<file path="config.mk">
export PLATFORM = sky130hd
export DESIGN_NAME = uart_tx_buffered
export DESIGN_NICKNAME = d
export VERILOG_FILES = /design/src/rtl/uart_tx_buffered.sv
export SDC_FILE = /design/constraint.sdc
export NUM_CORES = 1
export LEC_CHECK = 0
export ABC_AREA = 0
export CORE_UTILIZATION = 50
export CTS_CLUSTER_SIZE = 10
export DETAILED_ROUTE_END_ITERATION = 12
export PLACE_DENSITY = 0.69
export SYNTH_ARGS = -nofsm -noshare
export SYNTH_HDL_FRONTEND = slang
export SYNTH_SLANG_ARGS = --single-unit
export TNS_END_PERCENT = 50
</file>
<file path="constraint.sdc">
create_clock -name clk -period 3.1 [get_ports clk]
set_input_delay 0.62 -clock clk [delete_from_list [all_inputs] [get_ports clk]]
set_output_delay 0.62 -clock clk [all_outputs]
set_load 0.1 [all_outputs]
</file>
<file path="src/rtl/uart_tx_buffered.sv">
// uart_tx_buffered
//   8N1 UART transmitter fed by a DEPTH-byte FIFO. Bytes are queued through a
//   valid/ready handshake. The serial engine pops the head whenever it is idle,
//   or at the end of a stop bit, so queued bytes go out with no idle gap.
//
// Ports
//   clk        system clock, rising edge
//   rst_n      asynchronous active-low reset
//   tx_data    byte to queue
//   tx_valid   tx_data is valid this cycle
//   tx_ready   FIFO not full; a byte is accepted when tx_valid & tx_ready
//   uart_tx    registered serial line, idle high
//   tx_busy    frame in progress or bytes still queued
//   fifo_count bytes currently queued (0..DEPTH)
//   overflow   one-cycle pulse after a byte was offered while full and dropped
module uart_tx_buffered #(
  parameter int CLK_FREQ = 100000000,
  parameter int BAUD     = 115200,
  parameter int DEPTH    = 16
) (
  input  logic                     clk,
  input  logic                     rst_n,
  input  logic [7:0]               tx_data,
  input  logic                     tx_valid,
  output logic                     tx_ready,
  output logic                     uart_tx,
  output logic                     tx_busy,
  output logic [$clog2(DEPTH):0]   fifo_count,
  output logic                     overflow
);

  localparam int DIV = CLK_FREQ / BAUD;
  localparam int AW  = $clog2(DEPTH);
  localparam int BW  = (DIV > 1) ? $clog2(DIV) : 1;
  localparam logic [AW:0]   FULL      = (AW + 1)'(DEPTH);
  localparam logic [BW-1:0] BAUD_LAST = BW'(DIV - 1);

  typedef enum logic [1:0] {IDLE, START, DATA, STOP} state_t;

  state_t          state, state_nxt;
  logic [7:0]      mem [DEPTH];
  logic [AW-1:0]   wr_ptr, rd_ptr;
  logic [BW-1:0]   baud_cnt;
  logic [2:0]      bit_cnt;
  logic [7:0]      shreg;
  logic            push, pop, bit_end, fifo_nonempty;

  // Handshake side: everything here depends on registered state only.
  assign tx_ready      = (fifo_count != FULL);
  assign push          = tx_valid & tx_ready;
  assign fifo_nonempty = (fifo_count != '0);
  assign bit_end       = (baud_cnt == BAUD_LAST);
  assign tx_busy       = (state != IDLE) || fifo_nonempty;

  // Next-state and pop decision.
  always_comb begin
    state_nxt = state;
    pop       = 1'b0;
    unique case (state)
      IDLE: begin
        if (fifo_nonempty) begin
          pop       = 1'b1;
          state_nxt = START;
        end
      end
      START: begin
        if (bit_end) state_nxt = DATA;
      end
      DATA: begin
        if (bit_end && (bit_cnt == 3'd7)) state_nxt = STOP;
      end
      STOP: begin
        if (bit_end) begin
          // Chain straight into the next frame when more bytes are waiting.
          if (fifo_nonempty) begin
            pop       = 1'b1;
            state_nxt = START;
          end else begin
            state_nxt = IDLE;
          end
        end
      end
      default: state_nxt = IDLE;
    endcase
  end

  // Control registers: FSM, pointers, counters, line and overflow flag.
  always_ff @(posedge clk or negedge rst_n) begin
    if (!rst_n) begin
      state      <= IDLE;
      wr_ptr     <= '0;
      rd_ptr     <= '0;
      fifo_count <= '0;
      baud_cnt   <= '0;
      bit_cnt    <= '0;
      uart_tx    <= 1'b1;
      overflow   <= 1'b0;
    end else begin
      state    <= state_nxt;
      overflow <= tx_valid & ~tx_ready;

      if (push) wr_ptr <= wr_ptr + 1'b1;
      if (pop)  rd_ptr <= rd_ptr + 1'b1;

      unique case ({push, pop})
        2'b10:   fifo_count <= fifo_count + 1'b1;
        2'b01:   fifo_count <= fifo_count - 1'b1;
        default: fifo_count <= fifo_count;
      endcase

      // Baud counter restarts on every frame entry so the start bit is full length.
      if ((state == IDLE) || pop) baud_cnt <= '0;
      else if (bit_end)           baud_cnt <= '0;
      else                        baud_cnt <= baud_cnt + 1'b1;

      if (pop)                           bit_cnt <= '0;
      else if ((state == DATA) && bit_end) bit_cnt <= bit_cnt + 1'b1;

      // Line follows the current state one cycle later, giving a clean register output.
      unique case (state)
        START:   uart_tx <= 1'b0;
        DATA:    uart_tx <= shreg[0];
        default: uart_tx <= 1'b1;
      endcase
    end
  end

  // Data registers: FIFO storage and transmit shift register.
  always_ff @(posedge clk) begin
    if (push) mem[wr_ptr] <= tx_data;
    if (pop)
      shreg <= mem[rd_ptr];
    else if ((state == DATA) && bit_end)
      shreg <= {1'b0, shreg[7:1]};
  end

endmodule

</file>
After elaboration in Yosys (flattened, before gate mapping)
Memory sizes are Yosys's and may differ from the RTL's.
Index checks and enable logic that the tools add are counted.
{ "classes": {"add_sub_neg": 6, "eq_ne": 12, "n_mux": 19, "bitwise_logic": 3, "n_reduce_logical": 10} }
{ "ops": {"columns": ["cell", "n"], "rows": [
  ["2-to-1 mux 10 bit", 2],
  ["2-to-1 mux 8 bit", 2],
  ["adder 10 x 1 -> 10 bit, second input constant", 1],
  ["equality test 10 bit, second input constant", 1],
  ["case mux 5 bit (2 select lines)", 1],
  ["adder 4 x 1 -> 4 bit, second input constant", 2],
  ["2-to-1 mux 2 bit", 4],
  ["inequality test 2 bit, second input constant", 4],
  ["case mux 2 bit (4 select lines)", 1],
  ["equality test 2 bit, second input constant", 3],
  ["2-to-1 mux 3 bit", 2],
  ["nonzero test 2 bit", 3],
  ["adder 5 x 1 -> 5 bit, second input constant", 1],
  ["2-to-1 mux 1 bit", 5],
  ["inequality test 5 bit, second input constant", 1],
  ["nonzero test 5 bit", 1],
  ["subtractor 5 x 1 -> 5 bit, second input constant", 1],
  ["equality test 2 x 1 -> 1 bit, second input constant", 2],
  ["case mux 1 bit (2 select lines)", 2],
  ["AND reduction 4 bit", 1],
  ["adder 3 x 1 -> 3 bit, second input constant", 1],
  ["equality test 3 bit, second input constant", 1],
  ["bitwise AND 1 bit", 2],
  ["logical AND 1 bit", 2],
  ["other kinds (3)", 4]
]} }
{ "word_totals": {"reg_bits": 38, "ramBits": 128, "elab_cells": 60, "memories": 1} }
{ "mem_list": {"columns": ["memory", "depth", "word_bits", "rd", "rd_clocked_by_memory_dff", "write_ports", "line", "rtl"], "rows": [
  ["mem", 16, 8, 1, 0, 1, "41", "logic [7:0] mem [DEPTH];"]
]} }

Longest topological paths before layout
{ "logic_depth": {"word_depth": 6, "depth_mapped": 15, "ltp_nobuf": 13} }

Least setup slack after synthesis
Ideal clock, no wire load.
{ "synth_timing": {"path_kind": "reg2reg", "startpoint": "reg fifo_count[2]", "endpoint": "reg fifo_count[4]", "arrival_time_ps": 4306, "t_required_ps": 2937, "path_slack_ps": -1369, "stages_incl_launch_ff": 16, "path_buffers": 3, "synth_period_minus_slack_ps": 4469, "cell_sequence": "dfrtp_1 clkbuf_1 nor3_2 nand3b_1 and2_1 buf_2 inv_1 ha_1 clkbuf_1 xor2_1 ha_1 a21boi_0 o221ai_1 a21o_1 a21oi_1 xor2_1"} }
{ "synth_via": {"word_cells_on_any_way": 12, "cone_classes": "add/sub (2); eq/ne (3); mux (4); bitwise (1); reduce/logical (2)"} }
{ "synth_rtl": {"columns": ["item", "line", "rtl"], "rows": [
  ["start, declared", "28", "output logic [$clog2(DEPTH):0] fifo_count,"],
  ["start signal, assigned", "106", "2'b10: fifo_count <= fifo_count + 1'b1;"],
  ["start signal, assigned", "107", "2'b01: fifo_count <= fifo_count - 1'b1;"],
  ["start signal, assigned", "108", "default: fifo_count <= fifo_count;"],
  ["inequality test 5 bit *", "49", "assign tx_ready = (fifo_count != FULL);"],
  ["net tx_ready", "25", "output logic tx_ready,"],
  ["bitwise AND 1 bit *", "50", "assign push = tx_valid & tx_ready;"],
  ["equality test 2 x 1 -> 1 bit / equality test 2 bit (equally long branches)", "105", "unique case ({push, pop})"],
  ["case mux 5 bit (2 select lines) / nonzero test 2 bit (equally long branches)", null, null]
]} }
The timed path passes the listed nets; every way through them passes the cells marked *.
A chain may end at the register's enable or synchronous reset.

Worst setup path after layout
{ "layout_timing": {"startpoint": "reg baud_cnt[0]", "endpoint": "reg fifo_count[4]"} }
{ "layout_via": {"elab_chain_len": 5, "word_cells_on_any_way": 7, "cone_classes": "eq/ne (3); mux (3); reduce/logical (1)"} }
{ "layout_lines": {"columns": ["item", "line", "rtl"], "rows": [
  ["start, declared", "43", "logic [BW-1:0] baud_cnt;"],
  ["start signal, assigned", "114", "else baud_cnt <= baud_cnt + 1'b1;"],
  ["equality test 10 bit *", "52", "assign bit_end = (baud_cnt == BAUD_LAST);"],
  ["2-to-1 mux 1 bit *", "73", "if (bit_end) begin"],
  ["case mux 1 bit (2 select lines) *", "59", "unique case (state)"],
  ["equality test 2 x 1 -> 1 bit / equality test 2 bit (equally long branches)", "105", null],
  ["case mux 5 bit (2 select lines) / nonzero test 2 bit (equally long branches)", null, null]
]} }
Mark *: on every way between the ends. The rest lies on a longest branch, timed or not.

==> results.py <==
metrics = {
    "drt": {
        "route.detailed.drc": 0,
        "number_of_antenna_violating_nets_in_the_routed_design": 0,
        "routed_wire_length_per_instance_um": 20.0,
        "routed_via_density": 5.58,
        "detailedRoute.firstPassIterationCount": 4,
        "drt-initial-drc-count": 375,
        "postRouteWirelength_mm": 13.3,
        "vias": 3714,
    },
    "sta": {
        "slew_headroom_pct": 41.4,
        "finalHoldViolations": 0,
        "unrepaired_setup_endpoints_after_global_routing": "false",
        "tightestPinTransition_ns": 0.879,
        "maxSlewViolCount": 0,
        "finClkSkew_ns": 0.00735,
        "tcrit_tclk_final_pct": 92.3,
        "finalSetupTns_ns": 0,
        "timing.hold.ws_ns": 0.492,
        "finalCriticalPeriod_ns": 2.86,
        "setup_viol": 0,
        "max_freq_mhz": 350,
    },
    "critical_path": {
        "endpoint_required_time_on_the_critical_path_ns": 3.44,
        "setup.worst_path.end_class": "flop",
        "cp_cell_sequence": "ha_1 -> or3b_1 -> nor4_4 -> a32o_4 -> ha_4 -> xor2_1 -> ha_2 -> a21boi_2 -> o221ai_2 -> a21o_1 -> a21oi_2 -> xor2_1",
        "critical_path_slowest_stage_cell": "or3b_1",
        "crit_top_cell": "xor2_1",
        "arrival_ns": 3.20,
        "worst_path_largest_cell_delay_ns": 0.41,
        "worstSetupPathType": "reg -> reg",
        "critical_path.top_delay_family": "compound AO/OA/AOI/OAI gates",
        "timing.critical_path.from_type": "flop",
        "critical_path.max_fanout": 10,
        "cp.buffers_inverters": 0,
    },
    "finish": {
        "layout-area-overhead-vs-synth_pct": 15.1,
        "utilization_after_layout_pct": 60.0,
        "antenna_cells": 0,
        "num-nets-final": 505,
        "layoutNonFillerInstCount": 666,
        "layout_cells_sized_above_1_pct": 27.8,
    },
    "worst_hold_path": {
        "hold_path_class": "reg -> reg",
    },
    "synthesis": {
        "yosysWarningCount": 0,
        "synthFlopType": "edfxtp_1",
        "synth_edf_count": 136,
        "yosys-top-cells-area": "edfxtp_1 (58%), dfrtp_1 (10%), mux4_2 (6.1%), mux2_2 (3.4%), ha_1 (3.0%)",
        "synthMostInstantiatedCell": "edfxtp_1",
        "post_synth_cell_types": 45,
        "async_reset_ff_share_pct": 18.1,
        "netlist_area_um2": 7040,
        "synthesis.area_per_instance_um2": 16.1,
        "synth_top_area_share_pct": 58.0,
        "syn-num-nets": 464,
        "synth_instances": 436,
        "flip_flop_and_latch_count_after_synthesis": 166,
        "synth-seq-area-share_pct": 68.7,
        "yosysTopAreaCell": "edfxtp_1",
        "synthTopCellsByCount": "edfxtp_1 (136), nor2_1 (34), dfrtp_1 (29)",
    },
    "global_route": {
        "groute.usage.overall_pct": 20.6,
        "number_of_global_route_vias_before_repair": 3837,
        "first_pass_grt_wire_length_mm": 21.4,
        "antenna_found_initial": 0,
        "grt.overflow.total": 0,
        "grt_max_degree": 37,
    },
    "floorplanning": {
        "placeableCoreArea_um2": 13500,
        "std_cell_rows": 42,
        "num_io_pins": 20,
        "floorplan.initialDensity_pct": 52.1,
        "chipHeight_um": 121,
        "die_width_um": 121,
        "design.die.area_um2": 14600,
    },
    "clock_network": {
        "clk_transition_reported_paths_ns": 0.06,
        "htreeDepth": 4,
        "clock_tree.root_cell": "clkbuf_16",
        "tritoncts": "done",
        "cts.path.max_buffers": 2,
        "cts_resized": 0,
        "cts.sinks": 166,
        "cts_hold_buffers": 0,
        "numCtsBuffers": 17,
        "clock_insertion_delay_worst_skew_ns": 0.42,
        "cts_post_setup_buffers_inserted": 0,
    },
    "power": {
        "p_leak_nw": 2.85,
        "power_density_nw_per_um2": 972,
        "power_mw": 7.88,
        "peakVddDrop_mv": 0.469,
    },
    "outcome": {
        "run_status": "complete, no violations",
    },
    "placed_design": {
        "portbufs": 19,
        "placed_cells_incl_taps": 634,
        "place.gp.congestion": 0.767,
        "hpwlAfterDp_mm": 8.55,
    },
    "run": {
        "cap_viol_max_count": 0,
    },
}
metal layers:
| metal | up-vias | GRT usage [%] | share of wire (%) | routed length (um) |
|---|---|---|---|---|
| met5 | - | 0 | 0 | 0 |
| met4 | 0 | 7.95 | 1.6 | 209 |
| met3 | 19 | 4.29 | 5.9 | 783 |
| met2 | 95 | 31.4 | 49 | 6480 |
| met1 | 1867 | 29.2 | 44 | 5860 |
| li1 | 1733 | - | - | - |
where the power goes:
| group | total, mW | switching (mW) | internal, mW |
|---|---|---|---|
| Combinational | 2.68 | 1.56 | 1.12 |
| Clock | 1.96 | 0.856 | 1.11 |
| Sequential | 3.23 | 0.392 | 2.84 |
| Total | 7.88 | 2.81 | 5.07 |
worst reg2reg max path, stage by stage (launching register included):
cell and delay (ns):
dfrtp_1 0.39, ha_1 0.26, or3b_1 0.41, nor4_4 0.19, a32o_4 0.20, ha_4 0.21
xor2_1 0.18, ha_2 0.21, a21boi_2 0.19, o221ai_2 0.11, a21o_1 0.18, a21oi_2 0.12
xor2_1 0.15
worst paths after layout:
path	startpoint	to	slack [ns]	cells after the start
min in group asynchronous	rst_n	fifo_count[0]$_DFFE_PN0P_	0.61	2
hold reg to reg	baud_cnt[0]$_DFF_PN0_	baud_cnt[0]$_DFF_PN0_	0.49	1
setup / recovery	baud_cnt[0]$_DFF_PN0_	fifo_count[4]$_DFFE_PN0P_	0.24	12
setup reg to reg	baud_cnt[0]$_DFF_PN0_	fifo_count[4]$_DFFE_PN0P_	0.24	12
max in group asynchronous	rst_n	uart_tx$_DFF_PN1_	2.17	2
hold / removal	baud_cnt[0]$_DFF_PN0_	baud_cnt[0]$_DFF_PN0_	0.49	1
kinds of logic after synthesis:
logic type      Yosys count  synth area share (%)
simple gates             93                  6.56
flops                   166                  68.7
fa+ha+maj                17                  3.02
buf+inv                  33                  2.47
xor+xnor                 21                  2.72
compound gates           57                  5.76
mux                      49                  10.7
registers in the layout, indices dropped and copies added, names as in the netlist:
signal / count
shreg: 8
bit_cnt: 3
state: 2
fifo_count: 5
baud_cnt: 10
uart_tx: 1
wr_ptr: 4
overflow: 1
rd_ptr: 4
mem: 128
stage by stage:
stage | setup slack (ns) | area (um2)
6_report | 0.240 | 8100
3_5_place_dp | 0.272 | 7550
4_1_cts | 0.236 | 8100
3_3_place_gp | 0.378 | 7550
2_1_floorplan | -0.648 | 7130
5_1_grt | 0.0367 | 8100
cell usage in the layout, fill, tap and decap left out, types with 9 or more instances in the layout:
master	instances
ha_1	15
nand3_1	11
nand2_1	15
nor2_1	34
clkdlybuf4s50_1	10
dfrtp_1	23
mux4_2	19
inv_1	9
xor2_1	12
a21oi_1	12
clkbuf_16	17
mux2_2	21
buf_4	35
edfxtp_1	136
layout make-up:
| class | count | area (um2) |
|---|---|---|
| Tap cell | 176 | 220 |
| Sequential cell | 166 | 4850 |
| Inverter | 10 | 40.0 |
| Timing Repair Buffer | 45 | 363 |
| Clock buffer | 18 | 429 |
| Clock inverter | 14 | 123 |
| Fill cell | 980 | 5400 |
| Multi-Input combinational cell | 237 | 2080 |
Power figures use the tool's default switching activity.
